===== src/rtl/xs3_serial_enc.sv =====
// Bit-serial BCD-to-excess-3 encoder: a small digit FIFO feeds a shifter that adds 3
// with a bit-serial adder and emits each XS3 code LSB-first over a valid/ready link.
module xs3_serial_enc #(
    parameter int unsigned FIFO_DEPTH = 4,
    parameter int unsigned CNT_W      = 8
) (
    input  logic             clk,
    input  logic             rst,
    input  logic             in_valid,
    output logic             in_ready,
    input  logic [3:0]       bcd_in,
    input  logic             ser_ready,
    output logic             ser_valid,
    output logic             ser_out,
    output logic             ser_first,
    output logic             ser_last,
    output logic             err,
    input  logic             err_clr,
    output logic [CNT_W-1:0] digit_cnt
);

    localparam int unsigned AW = $clog2(FIFO_DEPTH);
    localparam int unsigned CW = AW + 1;
    localparam logic [3:0]  K  = 4'b0011;

    typedef enum logic {
        IDLE,
        SHIFT
    } state_t;

    state_t        state;
    logic [3:0]    mem [FIFO_DEPTH];
    logic [AW-1:0] wr_ptr;
    logic [AW-1:0] rd_ptr;
    logic [CW-1:0] count;
    logic [3:0]    sreg;
    logic [1:0]    idx;
    logic          carry;

    logic          fifo_empty;
    logic          accept;
    logic          bcd_ok;
    logic          push;
    logic          pop;
    logic          bit_adv;
    logic          digit_done;
    logic [3:0]    head;
    logic [1:0]    idx_nxt;
    logic          carry_nxt;

    assign fifo_empty = (count == '0);
    assign in_ready   = (count != CW'(FIFO_DEPTH));
    assign accept     = in_valid && in_ready;
    assign bcd_ok     = (bcd_in <= 4'd9);
    assign push       = accept && bcd_ok;
    assign bit_adv    = (state == SHIFT) && ser_ready;
    assign digit_done = bit_adv && (idx == 2'd3);
    assign pop        = !fifo_empty && ((state == IDLE) || digit_done);
    assign head       = mem[rd_ptr];
    assign idx_nxt    = idx + 2'd1;
    // Majority of digit bit, constant bit and carry; carry out of bit 3 is never used.
    assign carry_nxt  = (sreg[idx] & K[idx]) | (sreg[idx] & carry) | (K[idx] & carry);

    always_ff @(posedge clk) begin
        if (push) begin
            mem[wr_ptr] <= bcd_in;
        end
    end

    // FIFO pointers and occupancy; a full FIFO refuses pushes so push/pop never overflow.
    always_ff @(posedge clk) begin
        if (rst) begin
            wr_ptr <= '0;
            rd_ptr <= '0;
            count  <= '0;
        end else begin
            if (push) begin
                wr_ptr <= wr_ptr + AW'(1);
            end
            if (pop) begin
                rd_ptr <= rd_ptr + AW'(1);
            end
            count <= count + CW'(push) - CW'(pop);
        end
    end

    always_ff @(posedge clk) begin
        if (rst) begin
            err <= 1'b0;
        end else if (accept && !bcd_ok) begin
            err <= 1'b1;
        end else if (err_clr) begin
            err <= 1'b0;
        end
    end

    // Shifter FSM; serial outputs are registered, so each update precomputes the next bit.
    always_ff @(posedge clk) begin
        if (rst) begin
            state     <= IDLE;
            sreg      <= '0;
            idx       <= '0;
            carry     <= 1'b0;
            ser_valid <= 1'b0;
            ser_out   <= 1'b0;
            ser_first <= 1'b0;
            ser_last  <= 1'b0;
            digit_cnt <= '0;
        end else begin
            case (state)
                IDLE: begin
                    if (pop) begin
                        state     <= SHIFT;
                        sreg      <= head;
                        idx       <= 2'd0;
                        carry     <= 1'b0;
                        ser_valid <= 1'b1;
                        ser_out   <= head[0] ^ K[0];
                        ser_first <= 1'b1;
                        ser_last  <= 1'b0;
                    end
                end
                SHIFT: begin
                    if (digit_done) begin
                        digit_cnt <= digit_cnt + CNT_W'(1);
                        if (pop) begin
                            sreg      <= head;
                            idx       <= 2'd0;
                            carry     <= 1'b0;
                            ser_out   <= head[0] ^ K[0];
                            ser_first <= 1'b1;
                            ser_last  <= 1'b0;
                        end else begin
                            state     <= IDLE;
                            idx       <= 2'd0;
                            carry     <= 1'b0;
                            ser_valid <= 1'b0;
                            ser_out   <= 1'b0;
                            ser_first <= 1'b0;
                            ser_last  <= 1'b0;
                        end
                    end else if (bit_adv) begin
                        idx       <= idx_nxt;
                        carry     <= carry_nxt;
                        ser_out   <= sreg[idx_nxt] ^ K[idx_nxt] ^ carry_nxt;
                        ser_first <= 1'b0;
                        ser_last  <= (idx_nxt == 2'd3);
                    end
                end
                default: begin
                    state     <= IDLE;
                    ser_valid <= 1'b0;
                end
            endcase
        end
    end

endmodule


===== config.mk =====
export PLATFORM = sky130hd
export DESIGN_NAME = xs3_serial_enc
export DESIGN_NICKNAME = d
export VERILOG_FILES = /design/src/rtl/xs3_serial_enc.sv
export SDC_FILE = /design/constraint.sdc
export NUM_CORES = 1
export LEC_CHECK = 0
export CAP_MARGIN = 10
export CORE_MARGIN = 4
export CORE_UTILIZATION = 39
export DETAILED_ROUTE_END_ITERATION = 10
export DONT_BUFFER_PORTS = 1
export HOLD_SLACK_MARGIN = 0.15
export PLACE_DENSITY = 0.51
export SYNTH_ARGS = -nofsm -noshare
export SYNTH_HDL_FRONTEND = slang
export SYNTH_SLANG_ARGS = --single-unit
export TNS_END_PERCENT = 30

===== constraint.sdc =====
create_clock -name clk -period 2.2 [get_ports clk]
set_input_delay 0.22 -clock clk [delete_from_list [all_inputs] [get_ports clk]]
set_output_delay 0.22 -clock clk [all_outputs]
set_load 0.1 [all_outputs]

== Yosys cells after proc, flatten, opt, wreduce, memory -nomap -nowiden ==
Memories as Yosys holds them, arrays and structs flattened. A register that Yosys moved wholly into a read port is not among the register bits.
Index checks and enable logic that the tools add are counted.

* Output and inout bits: 14
* Memories: 1
* Flip-flop bits (word level): 28
* Logic and storage cells: 96
* Bits in writable memories: 16
* Input bits: 9

* Bitwise logic cells: 9
* Add/sub/neg operators: 6
* Mux-type cells: 43
* Order comparisons: 3
* Equality and inequality tests: 7
* Reduce and logical (&&, ||, !) cells: 14

{| class="wikitable"
|+ Memories
! memory !! depth !! bits a word !! read ports !! clocked after Yosys merged registers in !! wr ports !! line !! source
|-
| mem || 4 || 4 || 1 || 1 || 1 || 32 || <nowiki>logic [3:0] mem [FIFO_DEPTH];</nowiki>
|}

{| class="wikitable"
|+ Operator list
! operator !! number
|-
| 1-bit two-way mux || 24
|-
| 1-bit one-hot mux with 2 select lines || 6
|-
| 2-bit two-way mux || 5
|-
| 8-bit by 1-bit adder with 8-bit output, second input constant || 1
|-
| 1-bit binary-select mux with 2-bit select || 4
|-
| 4-bit two-way mux || 2
|-
| 4-bit one-hot mux with 2 select lines || 1
|-
| 2-bit by 1-bit adder with 2-bit output, second input constant || 3
|-
| 1-bit logical AND || 6
|-
| 2-bit by 3-bit less-than comparator with 1-bit output, second input constant || 2
|-
| 2-bit == test, second input constant || 2
|-
| 4-bit <= comparator, second input constant || 1
|-
| 2-bit != test, second input constant || 2
|-
| 2-bit one-hot mux with 2 select lines || 1
|-
| 2-bit AND reduction || 2
|-
| 3-bit by 1-bit adder with 3-bit output || 1
|-
| 1-bit AND || 3
|-
| 3-bit logical NOT || 1
|-
| 3-bit by 1-bit != test with 1-bit output, second input constant || 1
|-
| 3-bit != test, second input constant || 1
|-
| 3-bit AND reduction || 1
|-
| 3-bit by 1-bit subtractor with 3-bit output || 1
|-
| 1-bit logical NOT || 2
|-
| 2-bit by 1-bit != test with 1-bit output, second input constant || 1
|-
| other kinds (5) || 8
|}

== Longest topological paths before layout ==
* Depth after elaboration: 9
* Depth in mapped cells: 13

== Worst setup path after synthesis ==
No wires, ideal clock.

* Kind: flip-flop to flip-flop
* From: reg count[1]
* To: reg count[2]
* Data arrival time: 2.875 ns
* Cell stages (with the launch flop): 14
* Setup time: 0.128 ns
* Slack: -0.802 ns
* Path through: dfxtp_1 > nor2_1 > nand2_1 > and3_1 > clkbuf_1 > inv_1 > ha_1 > inv_1 > ha_1 > inv_1 > fa_1 > xor2_1 > xnor2_1 > nor2_1

* Cells in the longest elaborated chain, start to end: 5

{| class="wikitable"
|+ Ends and longest elaborated chain
! what !! line !! source
|-
| from (decl) || 35 || <nowiki>logic [CW-1:0] count;</nowiki>
|-
| from (signal assigned) || 83 || <nowiki>count <= count + CW'(push) - CW'(pop);</nowiki>
|-
| 3-bit != test || 52 || <nowiki>assign in_ready = (count != CW'(FIFO_DEPTH));</nowiki>
|-
| net in_ready || 10 || <nowiki>output logic in_ready,</nowiki>
|-
| 1-bit logical AND || 53 || <nowiki>assign accept = in_valid && in_ready;</nowiki>
|-
| 1-bit logical AND || 55 || <nowiki>assign push = accept && bcd_ok;</nowiki>
|-
| 3-bit by 1-bit adder with 3-bit output || 83 ||
|-
| 3-bit by 1-bit subtractor with 3-bit output || 83 ||
|}

The timed path passes the listed nets, and every way through them passes these cells.
A chain may end at the register's enable or synchronous reset.

== Worst setup path in the final report ==
* From: reg idx[1]
* To: reg count[2]

* Cells in the longest elaborated chain, start to end: 5

{| class="wikitable"
|+ Ends and longest elaborated chain
! what !! line !! source
|-
| from (decl) || 37 || <nowiki>logic [1:0] idx;</nowiki>
|-
| from (signal assigned) || 143 || <nowiki>idx <= idx_nxt;</nowiki>
|-
| 2-bit == test || 57 || <nowiki>assign digit_done = bit_adv && (idx == 2'd3);</nowiki>
|-
| 1-bit logical AND || 57 ||
|-
| 1-bit logical OR || 58 || <nowiki>assign pop = !fifo_empty && ((state == IDLE) || digit_done);</nowiki>
|-
| 1-bit logical AND || 58 ||
|-
| net pop || 44 || <nowiki>logic pop;</nowiki>
|-
| 3-bit by 1-bit subtractor with 3-bit output || 83 ||
|}

The timed path passes the listed nets, and every way through them passes these cells.

==> summary.md <==
| Metric | Value |
|---|---|
| Total Power | 2.79 mW |
| Placed cells | about 260 |
| Final hold vios | 0 |
| Ant diodes | 0 |
| CP max stage delay | ~0.37 ns |
| Fillers | between 400 and 500 |
| Synthesized area | ~0.0020 mm² |
| Main synth FF type | dfxtp_1 |
| Total I/O pin count | 23 |
| Cells along the critical path | ha_4 -> a21boi_4 -> nor2_4 -> ha_4 -> inv_2 -> ha_4 -> inv_2 -> fa_2 -> xor2_1 -> xnor2_1 -> nor2_1 |
| DP Wirelength | 2820 µm |
| Leakage | 0.924 nW |
| Status | finished clean |
| Most common cell after layout, fill and taps aside | dfxtp_1 |
| Layout cells sized above 1 | 24.2% |
| Initial Util | about 41% |
| Cell taking the most area after synthesis | dfxtp_1 |
| Startpoint types | register |
| Clock latency on the worst-skew pair | 0.29 ns |
| CTS buffer count | 5 |
| Final GP Congestion | roughly 0.74 |
| # setup viols final | 0 |
| Port bufs | 0 |
| CTS H-tree depth | 2 |
| Clock Path Buffers | 2 |
| Clock Sinks | between 40 and 50 |
| Tightest Pin Transition | between 1 and 1.5 ns |
| Syn nets | roughly 200 |
| Seq. cell area | approximately 0.0011 mm² |
| Mean Syn Cell Area | around 11 µm² |
| Die area | between 0.006 and 0.007 mm² |
| Clk_skew | between 0.01 and 0.015 ns |
| Max stage delay cell, worst path | dfxtp_1 |
| Gate Count Post-Synth | approximately 180 |
| Worst path most repeated cell | ha_4 |
| First-pass GRT wire length | approximately 6500 µm |
| Setup Buffers After CTS | 0 |
| #FFs+latches synth | 46 |
| Fin Setup TNS | 0 ns |
| Vias in the first global route | about 1400 |
| FFs w/ async S/R, synth | 0% |
| Synth warn | 0 |
| Crit path capture type | register |
| Drt initial violations | 50 |
| Via-to-Cell Ratio | between 4 and 5 |
| Routed WL per cell | 13.6 µm |
| Setup WS pre-CTS | roughly 0.13 ns |
| Kind of critical path | reg2reg |
| NumNets Final | roughly 230 |
| Reg clk slew, reported paths | 0.09 ns |
| Yosys top cell area share | between 30% and 40% |
| Crit path time final | a little over 2 ns |
| Router iterations before antenna repair | 4 |
| Number of synthesized flops with an enable pin | 16 |
| Via Count | between 1000 and 1500 |
| Final ANT Viol Nets | 0 |
| Dpl cell area | 0.00224 mm² |
| Initial antenna violation count | 0 |
| Critical path buffers and inverters | 2 |
| Num rows | 25 |
| Core area | 0.00479 mm² |
| CTS tree | built |
| PwrDens | ~1100 mW/mm² |
| Critical path peak fanout | 5 |
| Peak VDD IR | ~0.00049 V |
| Global route total overflow | 0 |
| Largest delay contributor family on the critical path | adder cells |
| Main area contributors after synthesis | dfxtp_1, edfxtp_1, ha_1 |
| Fin area | 0.00244 mm² |
| # DRC | 0 |
| Fmax | around 0.48 GHz |
| Die width | between 70 and 80 µm |
| Data required time of the worst path | 2.33 ns |
| RSZ-0062 raised after global routing | no |
| Fin crit share | 94.4% |
| Final Slew Violations | 0 |
| Max_cap viols | 0 |
| CP arrival | about 2.2 ns |
| Area occupied by multi-input gates | about 900 µm² |
| Largest net degree at the start of global routing | 30 |
| Die Span Y | 79.0 µm |
| Overall routed net length | about 3700 µm |
| Hold crit path type | in2reg |
| Distinct cells, synth | 33 |
| Setup WS post-layout | 0.124 ns |
| Sequential-to-total area share from yosys stat | 55.0% |
| Post-Layout Cell Count | 274 |
| All-Layer GR Usage | 13.3% |
| Clock root buffer | clkbuf_8 |
| Most frequent cells in the layout | dfxtp_1, nor2_1, buf_4, edfxtp_1, nand2_1 |
| P&R area growth vs syn | 24.3% |
| Relative slew slack | approximately 29% |
==> timing repair <==
item / CTS / global route
endpoints found under the setup margin: 0 / 1
gates resized for setup: 0 / 2
endpoints found under the hold margin: 46 / 0
hold buffers: 7 / 0
==> cells by family (layout without fill, tap and decap cells) <==
kind of cell	count (synthesis)	count (layout)	share of synthesized area, %
simple gates	59	59	13.8
flops	46	46	55.0
compound gates	25	25	7.33
buf+inv	16	45	3.44
xor+xnor	13	13	5.80
fa+ha+maj	10	10	6.75
mux	9	9	7.83
==> flip-flops by register name (all words and copies together), names as in the netlist, named ones only <==
name,flops
idx,2
ser_out,1
ser_last,1
ser_valid,1
count,3
carry,1
err,1
sreg,4
rd_ptr,2
state,1
wr_ptr,2
ser_first,1
digit_cnt,8
mem,16
==> stage by stage <==
step                utilization (%)  hold slack [ns]
CTS                            50.7            0.153
floorplan                         -            0.319
global placement               46.9            0.285
finish                         51.0            0.159
detailed placement             46.9            0.284
global route                   51.0            0.199
==> synthesized netlist by cell type (all sizes together) (2+ instances only) <==
library cell / n
and2: 4
nor2b: 2
xnor2: 6
nor2: 26
a21oi: 10
ha: 9
mux2i: 3
edfxtp: 16
o21ai: 10
nand4: 2
and3: 3
nand2: 15
xor2: 7
nor3: 2
dfxtp: 30
mux4: 5
nand3: 2
clkbuf: 4
buf: 2
inv: 10
==> where the power goes <==
group / switching (mW) / internal [mW] / total (mW) / leakage (nW)
registers: 0.123 / 1.02 / 1.14 / 0.392
logic: 0.608 / 0.418 / 1.03 / 0.481
clock network: 0.282 / 0.339 / 0.621 / 0.0514
total: 1.01 / 1.77 / 2.79 / 0.924
==> final timing paths <==
kind	to	cells after the start	slack, ns	start
worst min register to register	sreg[0]$_SDFFE_PP0P_	2	0.50	sreg[0]$_SDFFE_PP0P_
worst max-delay path	count[2]$_SDFF_PP0_	11	0.12	idx[1]$_SDFFE_PP0P_
worst max register to register	count[2]$_SDFF_PP0_	11	0.12	idx[1]$_SDFFE_PP0P_
worst min-delay path	ser_first$_SDFFE_PP0P_	3	0.16	ser_ready
==> layout make-up <==
type	count	area share [%]
repair buffers	27	9.02
clock inverters	2	1.54
multi-input cells	116	36.9
inverters	10	1.64
clock buffers	6	2.97
flip-flops and latches	46	44.5
well taps	67	3.43
==> metal layers <==
metal	wire length (µm)	track usage, %
met1	1710	16.1
met2	1840	22.6
met3	132	4.08
met4	54	4.12
met5	0	0
==> tightest hold or removal path, stage by stage <==
cell and delay, ns:
nand2_1 0.06, a21oi_1 0.07, nor2_1 0.07
Note: power is estimated with default switching activity, not from simulation.
